===== config.mk =====
export PLATFORM = sky130hd
export DESIGN_NAME = pipe_stall_ctrl
export DESIGN_NICKNAME = d
export VERILOG_FILES = /design/src/rtl/pipe_stall_ctrl_pkg.sv /design/src/rtl/md_busy_timer.sv /design/src/rtl/pipe_stall_ctrl.sv
export SDC_FILE = /design/constraint.sdc
export NUM_CORES = 1
export LEC_CHECK = 0
export CORE_MARGIN = 2
export CORE_UTILIZATION = 45
export CTS_CLUSTER_SIZE = 30
export DETAILED_ROUTE_END_ITERATION = 10
export MAX_ROUTING_LAYER = met4
export PLACE_DENSITY = 0.79
export SYNTH_ARGS = -nofsm -noshare
export SYNTH_HDL_FRONTEND = slang
export SYNTH_HIERARCHICAL = 1
export SYNTH_SLANG_ARGS = --single-unit

===== constraint.sdc =====
create_clock -name clk -period 2.29 [get_ports clk]
set_clock_uncertainty 0.05 [all_clocks]
set_input_delay 0.3435 -clock clk [delete_from_list [all_inputs] [get_ports clk]]
set_output_delay 0.3435 -clock clk [all_outputs]
set_load 0.02 [all_outputs]

===== src/rtl/pipe_stall_ctrl_pkg.sv =====
// Shared header for the pipeline stall controller. It holds the mult/div timer states,
// latencies and op codes, and sits beside the forwarding-source selects.
package pipe_stall_ctrl_pkg;

  typedef enum logic {
    MD_IDLE = 1'b0,
    MD_BUSY = 1'b1
  } md_state_t;

  localparam logic [3:0] MULT_LAT = 4'd5;
  localparam logic [3:0] DIV_LAT  = 4'd10;

  localparam logic [1:0] MD_OP_MULT  = 2'b00;
  localparam logic [1:0] MD_OP_MULTU = 2'b01;
  localparam logic [1:0] MD_OP_DIV   = 2'b10;
  localparam logic [1:0] MD_OP_DIVU  = 2'b11;

  localparam logic [1:0] FWD_SRC_RF = 2'd0;
  localparam logic [1:0] FWD_SRC_EM = 2'd1;
  localparam logic [1:0] FWD_SRC_MW = 2'd2;

  localparam logic [15:0] STALL_CNT_MAX = 16'hFFFF;

  // Divides take longer than multiplies, and signedness does not change the latency.
  function automatic logic [3:0] md_latency(input logic [1:0] op);
    return (op == MD_OP_DIV || op == MD_OP_DIVU) ? DIV_LAT : MULT_LAT;
  endfunction

endpackage


===== src/rtl/md_busy_timer.sv =====
// Occupancy timer for the multiply/divide unit. It counts down the latency and
// pulses md_done in the last busy cycle.
module md_busy_timer (
  input  logic       clk,
  input  logic       reset,
  input  logic       md_start,
  input  logic [1:0] md_op,
  output logic       md_busy,
  output logic [3:0] md_cnt,
  output logic       md_done
);
  import pipe_stall_ctrl_pkg::*;

  md_state_t state;

  // A start that arrives while the unit is busy is dropped, so a running operation
  // always completes.
  always_ff @(posedge clk or negedge reset) begin
    if (!reset) begin
      state  <= MD_IDLE;
      md_cnt <= 4'd0;
    end else begin
      case (state)
        MD_IDLE: begin
          if (md_start) begin
            state  <= MD_BUSY;
            md_cnt <= md_latency(md_op);
          end
        end
        MD_BUSY: begin
          if (md_cnt == 4'd1) begin
            state  <= MD_IDLE;
            md_cnt <= 4'd0;
          end else begin
            md_cnt <= md_cnt - 4'd1;
          end
        end
        default: begin
          state  <= MD_IDLE;
          md_cnt <= 4'd0;
        end
      endcase
    end
  end

  assign md_busy = (state == MD_BUSY);
  assign md_done = md_busy && (md_cnt == 4'd1);

endmodule


===== src/rtl/pipe_stall_ctrl.sv =====
// Pipeline stall controller. It merges D-stage data hazards with mult/div occupancy
// into the stage enables and the bubble insert, and counts stalled cycles.
module pipe_stall_ctrl (
  input  logic        clk,
  input  logic        reset,
  input  logic        D_data_stall,
  input  logic        D_md_use,
  input  logic        E_md_start,
  input  logic [1:0]  E_md_op,
  output logic        F_en,
  output logic        D_en,
  output logic        E_flush,
  output logic        M_en,
  output logic        W_en,
  output logic        md_busy,
  output logic [3:0]  md_cnt,
  output logic        md_done,
  output logic [15:0] stall_cnt
);
  import pipe_stall_ctrl_pkg::*;

  logic md_stall;
  logic stall;

  md_busy_timer u_md_busy_timer (
    .clk      (clk),
    .reset    (reset),
    .md_start (E_md_start),
    .md_op    (E_md_op),
    .md_busy  (md_busy),
    .md_cnt   (md_cnt),
    .md_done  (md_done)
  );

  // md_busy is still high in the md_done cycle, so a dependent mfhi/mflo is released
  // one cycle later, once HI/LO has been written.
  assign md_stall = D_md_use & (E_md_start | md_busy);
  assign stall    = D_data_stall | md_stall;

  assign F_en    = ~stall;
  assign D_en    = ~stall;
  assign E_flush = stall;
  assign M_en    = 1'b1;
  assign W_en    = 1'b1;

  always_ff @(posedge clk or negedge reset) begin
    if (!reset) begin
      stall_cnt <= 16'd0;
    end else if (stall && stall_cnt != STALL_CNT_MAX) begin
      stall_cnt <= stall_cnt + 16'd1;
    end
  end

endmodule


==> results of run 1 <==
[layer usage]
| layer | GRT usage, % | share of wire, % |
|---|---|---|
| met5 | - | 0 |
| met4 | 8.33 | 1.1 |
| met3 | 3.55 | 6.2 |
| met2 | 30.7 | 49 |
| met1 | 26.4 | 44 |
[critical path, delay by kind of cell]
family	cells	cell delay, ns
and+or+nand+nor	1	0.18
buffers and inverters	2	1.06
AOI/OAI and AO/OA	1	0.24
[timing repair]
action / 4_1_cts / 5_1_grt
gates resized for setup: 1 / 2
endpoints found under the setup margin: 1 / 3
pin swaps: 0 / 0
[cell type report]
| cell class | instances | share of cell area, % |
|---|---|---|
| repair buffers | 35 | 22.3 |
| well taps | 30 | 2.47 |
| clock buffers | 4 | 1.73 |
| flip-flops and latches | 21 | 34.5 |
| inverters | 7 | 1.73 |
| multi-input cells | 77 | 37.3 |
[synth_stat cells (all sizes together) (2+ instances only)]
library cell	number
nor4	9
nand4	5
nor2	6
a21oi	2
o21ai	3
nand2	6
nor3	5
dfrtp	21
buf	4
nand3	6
xor2	13
ha	3
inv	7
[metrics by stage]
step / hold slack (ns) / area (µm²) / total power, µW / setup slack (ns)
floorplan: -0.00209 / 1140 / 1260 / 0.466
global placement: 0.436 / 1490 / 1660 / 0.0345
detailed placement: 0.462 / 1490 / 1690 / 0.0244
CTS: 0.333 / 1520 / 1870 / 0.00577
global route: 0.333 / 1520 / 2000 / 0.0419
finish: 0.324 / 1520 / 1850 / 0.0699
[cell families (layout without fill, tap and decap cells)]
family          Yosys count  in the layout  share of synthesized area [%]
simple gates             44             44                           25.7
xor+xnor                 14             14                           10.8
buf+inv                  11             46                           4.72
fa+ha+maj                 3              3                           3.30
other cells               1              2                          0.329
mux                       1              1                           1.32
flops                    21             21                           46.2
compound gates           13             13                           7.69
[registers in the layout (all words and copies together), names as in the netlist]
| signal | count |
|---|---|
| u_md_busy_timer/md_cnt | 4 |
| u_md_busy_timer/md_busy | 1 |
| stall_cnt | 16 |
[power by group through the flow]
stage | Clock, µW | Combinational (µW) | Sequential [µW]
4_1_cts | 182 | 969 | 715
3_5_place_dp | 0 | 968 | 722
5_1_grt | 195 | 1060 | 745
6_report | 176 | 961 | 712
2_1_floorplan | 0 | 405 | 857
3_3_place_gp | 0 | 945 | 712
[how the worst min path moves through the flow]
| stage | endpoint | slack [ns] |
|---|---|---|
| after CTS | u_md_busy_timer/md_cnt[0] | 0.33 |
| after global placement | stall_cnt[15] | 0.44 |
| after floorplan | stall_cnt[0] | -0.002 |
| after global routing | u_md_busy_timer/md_cnt[0] | 0.33 |
| after detailed placement | stall_cnt[14] | 0.46 |
| final | u_md_busy_timer/md_cnt[0] | 0.32 |
==> flow_summary.json, run 1 <==
{
  "synthToLayoutAreaGrowth_pct": 33.7,
  "grt_setup_unrepaired": "false",
  "cts_made_buffers": 3,
  "reg2reg_slack_ns": 0.54,
  "grt_first_pass_wirelength_mm": 4.17,
  "r2r-start": "stall_cnt[4]",
  "drc": 0,
  "critPathLaunch": "E_md_start",
  "path_class": "in2out",
  "fmax_mhz": 450,
  "final_cells": 174,
  "cp-end-kind": "output port",
  "fin_nets": 155,
  "postCtsSetupRepairBufs": 0,
  "drt_iter0_drc": 17,
  "maxCapViolCount": 0,
  "yosys.area.top_type": "dfrtp_1",
  "tns_ns": 0,
  "crit_top_cell": "clkdlybuf4s50_1",
  "worstPathArrival_ns": 1.83,
  "grt_usage_pct": 20.1,
  "multiInputGateArea_um2": 568,
  "ctsHoldBuffers": 0,
  "final_cell_mix": "clkdlybuf4s50_1 (28), dfrtp_1 (21), xor2_1 (13)",
  "dp_cells": 170,
  "synth_seq_area_share_pct": 46.2,
  "fillers": 222,
  "cts_buffer_depth": 2,
  "combinationalPowerShare_pct": 52.0,
  "synth.avg_cell_area_um2": 10.5,
  "synth_flop_cell": "dfrtp_1",
  "ant_nets": 0,
  "hold_viol_final": 0,
  "drive_above_1_share_pct": 12.5,
  "vias_per_cell": 5.46,
  "ys_async_sr_fraction_pct": 100,
  "relSlewSlack_pct": 64.8,
  "cp_slowest_stage_delay_ns": 0.63,
  "ir_worst_vdd_mv": 0.851,
  "ys_types": 38,
  "synth-edff-count": 0,
  "start_util_pct": 46.8,
  "cp_slowest_cell": "clkdlybuf4s50_1",
  "cp.required_ns": 1.90,
  "vias": 950,
  "n_antenna_cell": 0,
  "clk_latency_ns": 0.30,
  "p_int_uw": 1050,
  "yosysWarnings": 6,
  "dieArea_um2": 2950,
  "clkSinkCount": 21,
  "ios": 34,
  "first_pass_iters": 4,
  "netlist_area_um2": 1140,
  "clk_pin_slew_ns": 0.11,
  "synth_top_area_share_pct": 46.2,
  "crit_chain": "clkdlybuf4s50_1 > o21a_1 > nor2_4 > clkdlybuf4s50_1",
  "htree_levels": 1,
  "timing.final.crit_share_pct": 96.9,
  "finalSetupViolations": 0,
  "rr_worst_depth": 4,
  "wl_mm": 2.41,
  "cts_root_buffer": "clkbuf_4",
  "cts_tree": "done",
  "leakagePower_uw": 0.000659,
  "worst_slew_pin_slew_ns": 0.525,
  "p_per_area_nw_per_um2": 1210,
  "p_switching_uw": 803,
  "grt_start_max_net_pins": 22,
  "routedWlPerCell_um": 13.9,
  "grt_overflow_total": 0,
  "finalCriticalPeriod_ns": 2.22,
  "final_common_cell": "clkdlybuf4s50_1",
  "place_congestion": 0.819,
  "numPortBuffers": 30,
  "switching_share_pct": 43.4,
  "critical_path_peak_fanout": 6,
  "fp.dieW_um": 54.3,
  "fin_util_pct": 62.6,
  "r2r-end": "stall_cnt[15]",
  "p_seq_share_pct": 38.5,
  "die_h_um": 54.3,
  "hold_path_class": "in2async",
  "antenna_found_initial": 0,
  "grt_pass1_vias": 932,
  "ys_ff_latch": 21,
  "ys_top_cells_by_area": "dfrtp_1 (46%), xor2_1 (10%), nor4_1 (3.8%), ha_1 (3.3%), nand3_1 (2.6%)",
  "status": "complete, no violations",
  "start_kind": "input pin",
  "dp_hpwl_mm": 1.83,
  "regArea_um2": 526,
  "design.core.area_um2": 2430,
  "endpoint": "F_en",
  "clkPwrFrac_pct": 9.5,
  "postSynthCellCount": 108,
  "rows": 18,
  "slew_viol_final": 0
}
Power figures use the tool's default switching activity.
==> run 2, diff against run 1 <==
--- a/config.mk
+++ b/config.mk
@@ -6,11 +6,11 @@
 export NUM_CORES = 1
 export LEC_CHECK = 0
 export CORE_MARGIN = 2
-export CORE_UTILIZATION = 45
+export CORE_UTILIZATION = 46
 export CTS_CLUSTER_SIZE = 30
 export DETAILED_ROUTE_END_ITERATION = 10
 export MAX_ROUTING_LAYER = met4
-export PLACE_DENSITY = 0.79
+export PLACE_DENSITY = 0.8
 export SYNTH_ARGS = -nofsm -noshare
 export SYNTH_HDL_FRONTEND = slang
 export SYNTH_HIERARCHICAL = 1
==> run 2 against run 1 <==
Register-to-register slack lost 0.16 ns; first-iteration DRC count grew 12%; global-route usage grew 0.56 points; non-clock buffer count is the same; fmax grew 0.29%; largest cell class unchanged; largest power group unchanged.
==> flow_summary.json, run 2 (synthesized netlist as in run 1, its figures left out) <==
{
  "status": "complete, no violations",
  "crit_chain": "clkdlybuf4s50_1 > o21a_1 > nor2_2 > clkdlybuf4s50_1",
  "final_common_cell": "clkdlybuf4s50_1",
  "fin_util_pct": 62.9,
  "cts_root_buffer": "clkbuf_4",
  "cts_made_buffers": 3,
  "design.core.area_um2": 2410,
  "antenna_found_initial": 0,
  "path_delay_family": "buffers and inverters",
  "cts_tree": "done",
  "fp.dieW_um": 53.8,
  "clk_latency_ns": 0.31,
  "finalCriticalPeriod_ns": 2.21,
  "top_register": "stall_cnt",
  "ir_worst_vdd_mv": 1.05,
  "worstPathArrival_ns": 1.82,
  "grt_first_pass_wirelength_mm": 4.13,
  "place_ws_ns": 0.0772,
  "cp_slowest_stage_delay_ns": 0.64,
  "fmax_mhz": 452,
  "slew_viol_final": 0,
  "htree_levels": 1,
  "hold_path_class": "in2async",
  "ios": 34,
  "first_pass_iters": 4,
  "final_cells": 174,
  "finalSetupViolations": 0,
  "ctsResizeCount": 1,
  "postCtsSetupRepairBufs": 0,
  "fillers": 215,
  "n_antenna_cell": 0,
  "ant_nets": 0,
  "vias_per_cell": 5.50,
  "final_cell_area_um2": 1520,
  "grt_overflow_total": 0,
  "critical_path_peak_fanout": 5,
  "clkSinkCount": 21,
  "timing.final.crit_share_pct": 96.7,
  "routedWlPerCell_um": 14.3,
  "rows": 18,
  "cts_buffer_depth": 2,
  "numPortBuffers": 30,
  "tns_ns": 0,
  "start_kind": "input pin",
  "grt_usage_pct": 20.7,
  "final_cell_mix": "clkdlybuf4s50_1 (29), dfrtp_1 (21), xor2_1 (13)",
  "grt_setup_unrepaired": "false",
  "dp_cells": 170,
  "crit_top_cell": "clkdlybuf4s50_1",
  "hold_viol_final": 0,
  "leakagePower_uw": 0.000644,
  "fin_nets": 155,
  "path_class": "in2out",
  "drive_above_1_share_pct": 12.5,
  "clk_pin_slew_ns": 0.11,
  "cp.required_ns": 1.90,
  "maxCapViolCount": 0,
  "drt_iter0_drc": 19,
  "die_h_um": 53.8,
  "ctsHoldBuffers": 0,
  "worst_slew_pin_slew_ns": 0.554,
  "vias": 957,
  "relSlewSlack_pct": 62.8,
  "dp_hpwl_mm": 1.89,
  "synthToLayoutAreaGrowth_pct": 33.1,
  "cp-end-kind": "output port",
  "wl_mm": 2.48,
  "placed_area_um2": 1490,
  "p_per_area_nw_per_um2": 1230,
  "place_congestion": 0.826,
  "start_util_pct": 47.2,
  "cp_num_buf_inv": 2,
  "largest_register_ffs": 16,
  "grt_pass1_vias": 943,
  "dieArea_um2": 2890,
  "grt_start_max_net_pins": 22,
  "drc": 0,
  "finalWorstSetupSlack_ns": 0.0764,
  "cp_slowest_cell": "clkdlybuf4s50_1"
}
[run 2: layout make-up]
cell class | instances | area (µm²) | share of cell area (%)
clock buffers | 4 | 26.3 | 1.73
inverters | 7 | 26.3 | 1.73
multi-input cells | 77 | 563 | 37.2
flip-flops and latches | 21 | 526 | 34.7
well taps | 30 | 37.5 | 2.48
repair buffers | 35 | 337 | 22.2
[run 2: path summary, 6_finish.rpt]
check | startpoint | cells past startpoint | slack, ns | to
min in group clk | stall_cnt[15] | 1 | 0.46 | stall_cnt[15]
max | E_md_start | 4 | 0.08 | D_en
min reg2reg | stall_cnt[15] | 1 | 0.46 | stall_cnt[15]
max in group asynchronous | reset | 2 | 1.66 | stall_cnt[11]
min | reset | 2 | 0.32 | u_md_busy_timer/md_cnt[0]
max reg2reg | stall_cnt[0] | 5 | 0.38 | stall_cnt[1]
[run 2: where the power goes]
| part | internal (µW) | switching, µW | total [µW] |
|---|---|---|---|
| combinational | 471 | 502 | 973 |
| clock | 68.1 | 111 | 179 |
| sequential | 511 | 206 | 717 |
[run 2: routing by layer]
metal  part of all wire (%)  wire, µm  vias to the layer above  GRT usage, %
li1                       -         -                      455             -
met3                    7.5       187                        4          3.61
met2                     50      1250                       44          32.7
met5                      0         0                        -             -
met4                   0.93        23                        0          9.83
met1                     41      1020                      454          25.5
[run 2: metrics by stage]
stage / hold slack [ns] / power [µW]
2_1_floorplan: -0.00209 / 1260
3_3_place_gp: 0.434 / 1660
3_5_place_dp: 0.453 / 1710
4_1_cts: 0.315 / 1890
5_1_grt: 0.326 / 2010
6_report: 0.322 / 1870
==> run 3, diff against run 2 <==
--- a/config.mk
+++ b/config.mk
@@ -5,12 +5,14 @@
 export SDC_FILE = /design/constraint.sdc
 export NUM_CORES = 1
 export LEC_CHECK = 0
+export ABC_AREA = 1
+export CORE_ASPECT_RATIO = 1.5
 export CORE_MARGIN = 2
-export CORE_UTILIZATION = 46
+export CORE_UTILIZATION = 49
 export CTS_CLUSTER_SIZE = 30
 export DETAILED_ROUTE_END_ITERATION = 10
 export MAX_ROUTING_LAYER = met4
-export PLACE_DENSITY = 0.8
+export PLACE_DENSITY = 0.81
 export SYNTH_ARGS = -nofsm -noshare
 export SYNTH_HDL_FRONTEND = slang
 export SYNTH_HIERARCHICAL = 1
==> constraint.sdc (replaced) <==
create_clock -name clk -period 2.1 [get_ports clk]
set_clock_uncertainty 0.05 [all_clocks]
set_input_delay 0.315 -clock clk [delete_from_list [all_inputs] [get_ports clk]]
set_output_delay 0.315 -clock clk [all_outputs]
set_load 0.02 [all_outputs]
==> run 3 against run 2 <==
Utilization is 3.4 points higher; global-route usage is 0.79 points higher; final cell count is 52% higher; largest cell class unchanged; sequential cell count stayed put; synthesized area is 22% higher; combinational power is 17% higher.
==> flow_summary.json, run 3 <==
{
  "ios": 34,
  "first_pass_iters": 4,
  "top_register": "stall_cnt",
  "rows": 23,
  "vias_per_cell": 5.05,
  "cts_made_buffers": 3,
  "switching_share_pct": 45.4,
  "yosys.area.top_type": "dfrtp_1",
  "fin_util_pct": 66.2,
  "p_switching_uw": 980,
  "wl_mm": 3.17,
  "combinationalPowerShare_pct": 52.9,
  "start_util_pct": 51.9,
  "cp.required_ns": 1.74,
  "worstPathArrival_ns": 1.53,
  "ys_top_cells_by_area": "dfrtp_1 (38%), nand2_1 (20%), nor2_1 (5.7%), inv_1 (4.3%), o21ai_2 (3.2%)",
  "netlist_area_um2": 1390,
  "finalCriticalPeriod_ns": 1.89,
  "final_cell_mix": "nand2_1 (73), clkdlybuf4s50_1 (26), nor2_1 (21), dfrtp_1 (21), inv_1 (16)",
  "postCtsSetupRepairBufs": 0,
  "maxCapViolCount": 0,
  "htree_levels": 1,
  "ant_nets": 0,
  "hold_path_class": "in2async",
  "path_class": "reg2out",
  "fmax_mhz": 528,
  "fillers": 252,
  "rr_worst_depth": 6,
  "slew_viol_final": 0,
  "dp_hpwl_mm": 2.40,
  "final_common_cell": "nand2_1",
  "p_per_area_nw_per_um2": 1220,
  "clk_pin_slew_ns": 0.08,
  "yosys-top-cells-count": "nand2_1 (73), dfrtp_1 (21), nor2_1 (21)",
  "cts_tree": "done",
  "design.core.area_um2": 2680,
  "die_h_um": 69.2,
  "ys_async_sr_fraction_pct": 100,
  "postSynthCellCount": 193,
  "status": "complete, no violations",
  "leakagePower_uw": 0.000809,
  "fin_nets": 238,
  "timing.final.crit_share_pct": 90.1,
  "grt_start_max_net_pins": 22,
  "clkPwrFrac_pct": 12.7,
  "hold_viol_final": 0,
  "yosysWarnings": 6,
  "p_int_uw": 1180,
  "p_seq_share_pct": 34.5,
  "synth_flop_cell": "dfrtp_1",
  "numPortBuffers": 30,
  "ys_ff_latch": 21,
  "drt_iter0_drc": 21,
  "clkSinkCount": 21,
  "synthToLayoutAreaGrowth_pct": 27.5,
  "synth.avg_cell_area_um2": 7.20,
  "tns_ns": 0,
  "grt_setup_unrepaired": "false",
  "cts_buffer_depth": 2,
  "synth_seq_area_share_pct": 37.8,
  "synth_top_area_share_pct": 37.8,
  "grt_pass1_vias": 1262,
  "synth_most_common_cell": "nand2_1",
  "grt_first_pass_wirelength_mm": 5.18,
  "finalSetupViolations": 0,
  "cts_root_buffer": "clkbuf_8",
  "grt_usage_pct": 21.4,
  "ctsHoldBuffers": 0,
  "critical_path_peak_fanout": 3,
  "drive_above_1_share_pct": 11.9,
  "n_antenna_cell": 0,
  "regArea_um2": 526,
  "start_kind": "register",
  "clk_latency_ns": 0.26,
  "cp-end-kind": "output port",
  "synth-edff-count": 0,
  "total_power_uw": 2160,
  "antenna_found_initial": 0,
  "fp.dieW_um": 47.5,
  "vias": 1332,
  "largest_register_ffs": 16,
  "dieArea_um2": 3290,
  "drc": 0,
  "routedWlPerCell_um": 12.0,
  "ir_worst_vdd_mv": 0.738,
  "multiInputGateArea_um2": 748,
  "place_congestion": 0.799,
  "grt_overflow_total": 0,
  "ys_types": 26
}
run 3: cell types whose count changed after synthesis, sizes merged, moves of 2 or more:
cell / before / now
xnor2: 1 / 3
a21oi: 2 / 4
nand3: 6 / 10
nor4: 9 / 0
xor2: 13 / 2
nor3: 5 / 1
o21ai: 3 / 12
nor2: 6 / 29
nand2: 6 / 74
inv: 7 / 19
run 3: power groups by stage:
stage / registers (µW) / logic, µW / clock network, µW
finish: 743 / 1140 / 273
global route: 775 / 1250 / 288
CTS: 742 / 1150 / 274
detailed placement: 749 / 1150 / 0
global placement: 750 / 1110 / 0
floorplan: 880 / 558 / 0
run 3: worst paths after layout:
kind | start | endpoint | slack, ns
min | reset | stall_cnt[7] | 0.35
max in group asynchronous | reset | stall_cnt[4] | 1.43
max reg2reg | stall_cnt[0] | stall_cnt[2] | 0.32
max | u_md_busy_timer/md_cnt[1] | md_done | 0.21
min reg2reg | stall_cnt[8] | stall_cnt[8] | 0.50
min in group clk | stall_cnt[8] | stall_cnt[8] | 0.50
run 3: repair_timing:
| action | in CTS | in global routing |
|---|---|---|
| gates resized for setup | 1 | 3 |
| setup endpoints to repair | 1 | 3 |
| cloned | 0 | 0 |
run 3: logic make-up after synthesis:
kind of cell,count (synthesis),share of synthesized area [%]
AND/OR/NAND/NOR,122,39.0
flip-flops,21,37.8
other,1,0.270
adder cells (fa/ha/maj),3,2.70
buffers and inverters,24,8.64
XOR/XNOR,5,3.15
AO/OA/AOI/OAI,17,8.46
run 3: metrics by stage:
step,cells,setup WS [ns],area [µm²],hold WS (ns)
5_1_grt,264,0.0926,1770,0.383
6_report,264,0.207,1770,0.345
3_5_place_dp,260,0.0288,1720,0.487
3_3_place_gp,260,0.0597,1720,0.474
2_1_floorplan,194,0.473,1390,-0.0306
4_1_cts,264,0.0252,1770,0.363
run 3: worst max-delay path: stages, from the launching register on:
cell and delay [ns]:
dfrtp_1 0.39, inv_1 0.10, ha_1 0.23, nand2_1 0.09, nor2_1 0.12, dlygate4sd2_1 0.34
run 3: layout make-up:
cell class                 instances  share of cell area (%)
timing repair buffer              34                    19.0
clock buffer                       4                    2.54
tap                               37                    2.61
sequential                        21                    29.6
multi-input combinational        149                    42.2
inverter                          19                    4.02
run 3: routing by layer:
| metal | track usage (%) | share of wire, % | up-vias |
|---|---|---|---|
| li1 | - | - | 671 |
| met2 | 37.5 | 54 | 38 |
| met4 | 8.02 | 1.9 | 0 |
| met1 | 22.7 | 40 | 615 |
| met3 | 2.86 | 4.3 | 8 |
| met5 | - | 0 | - |
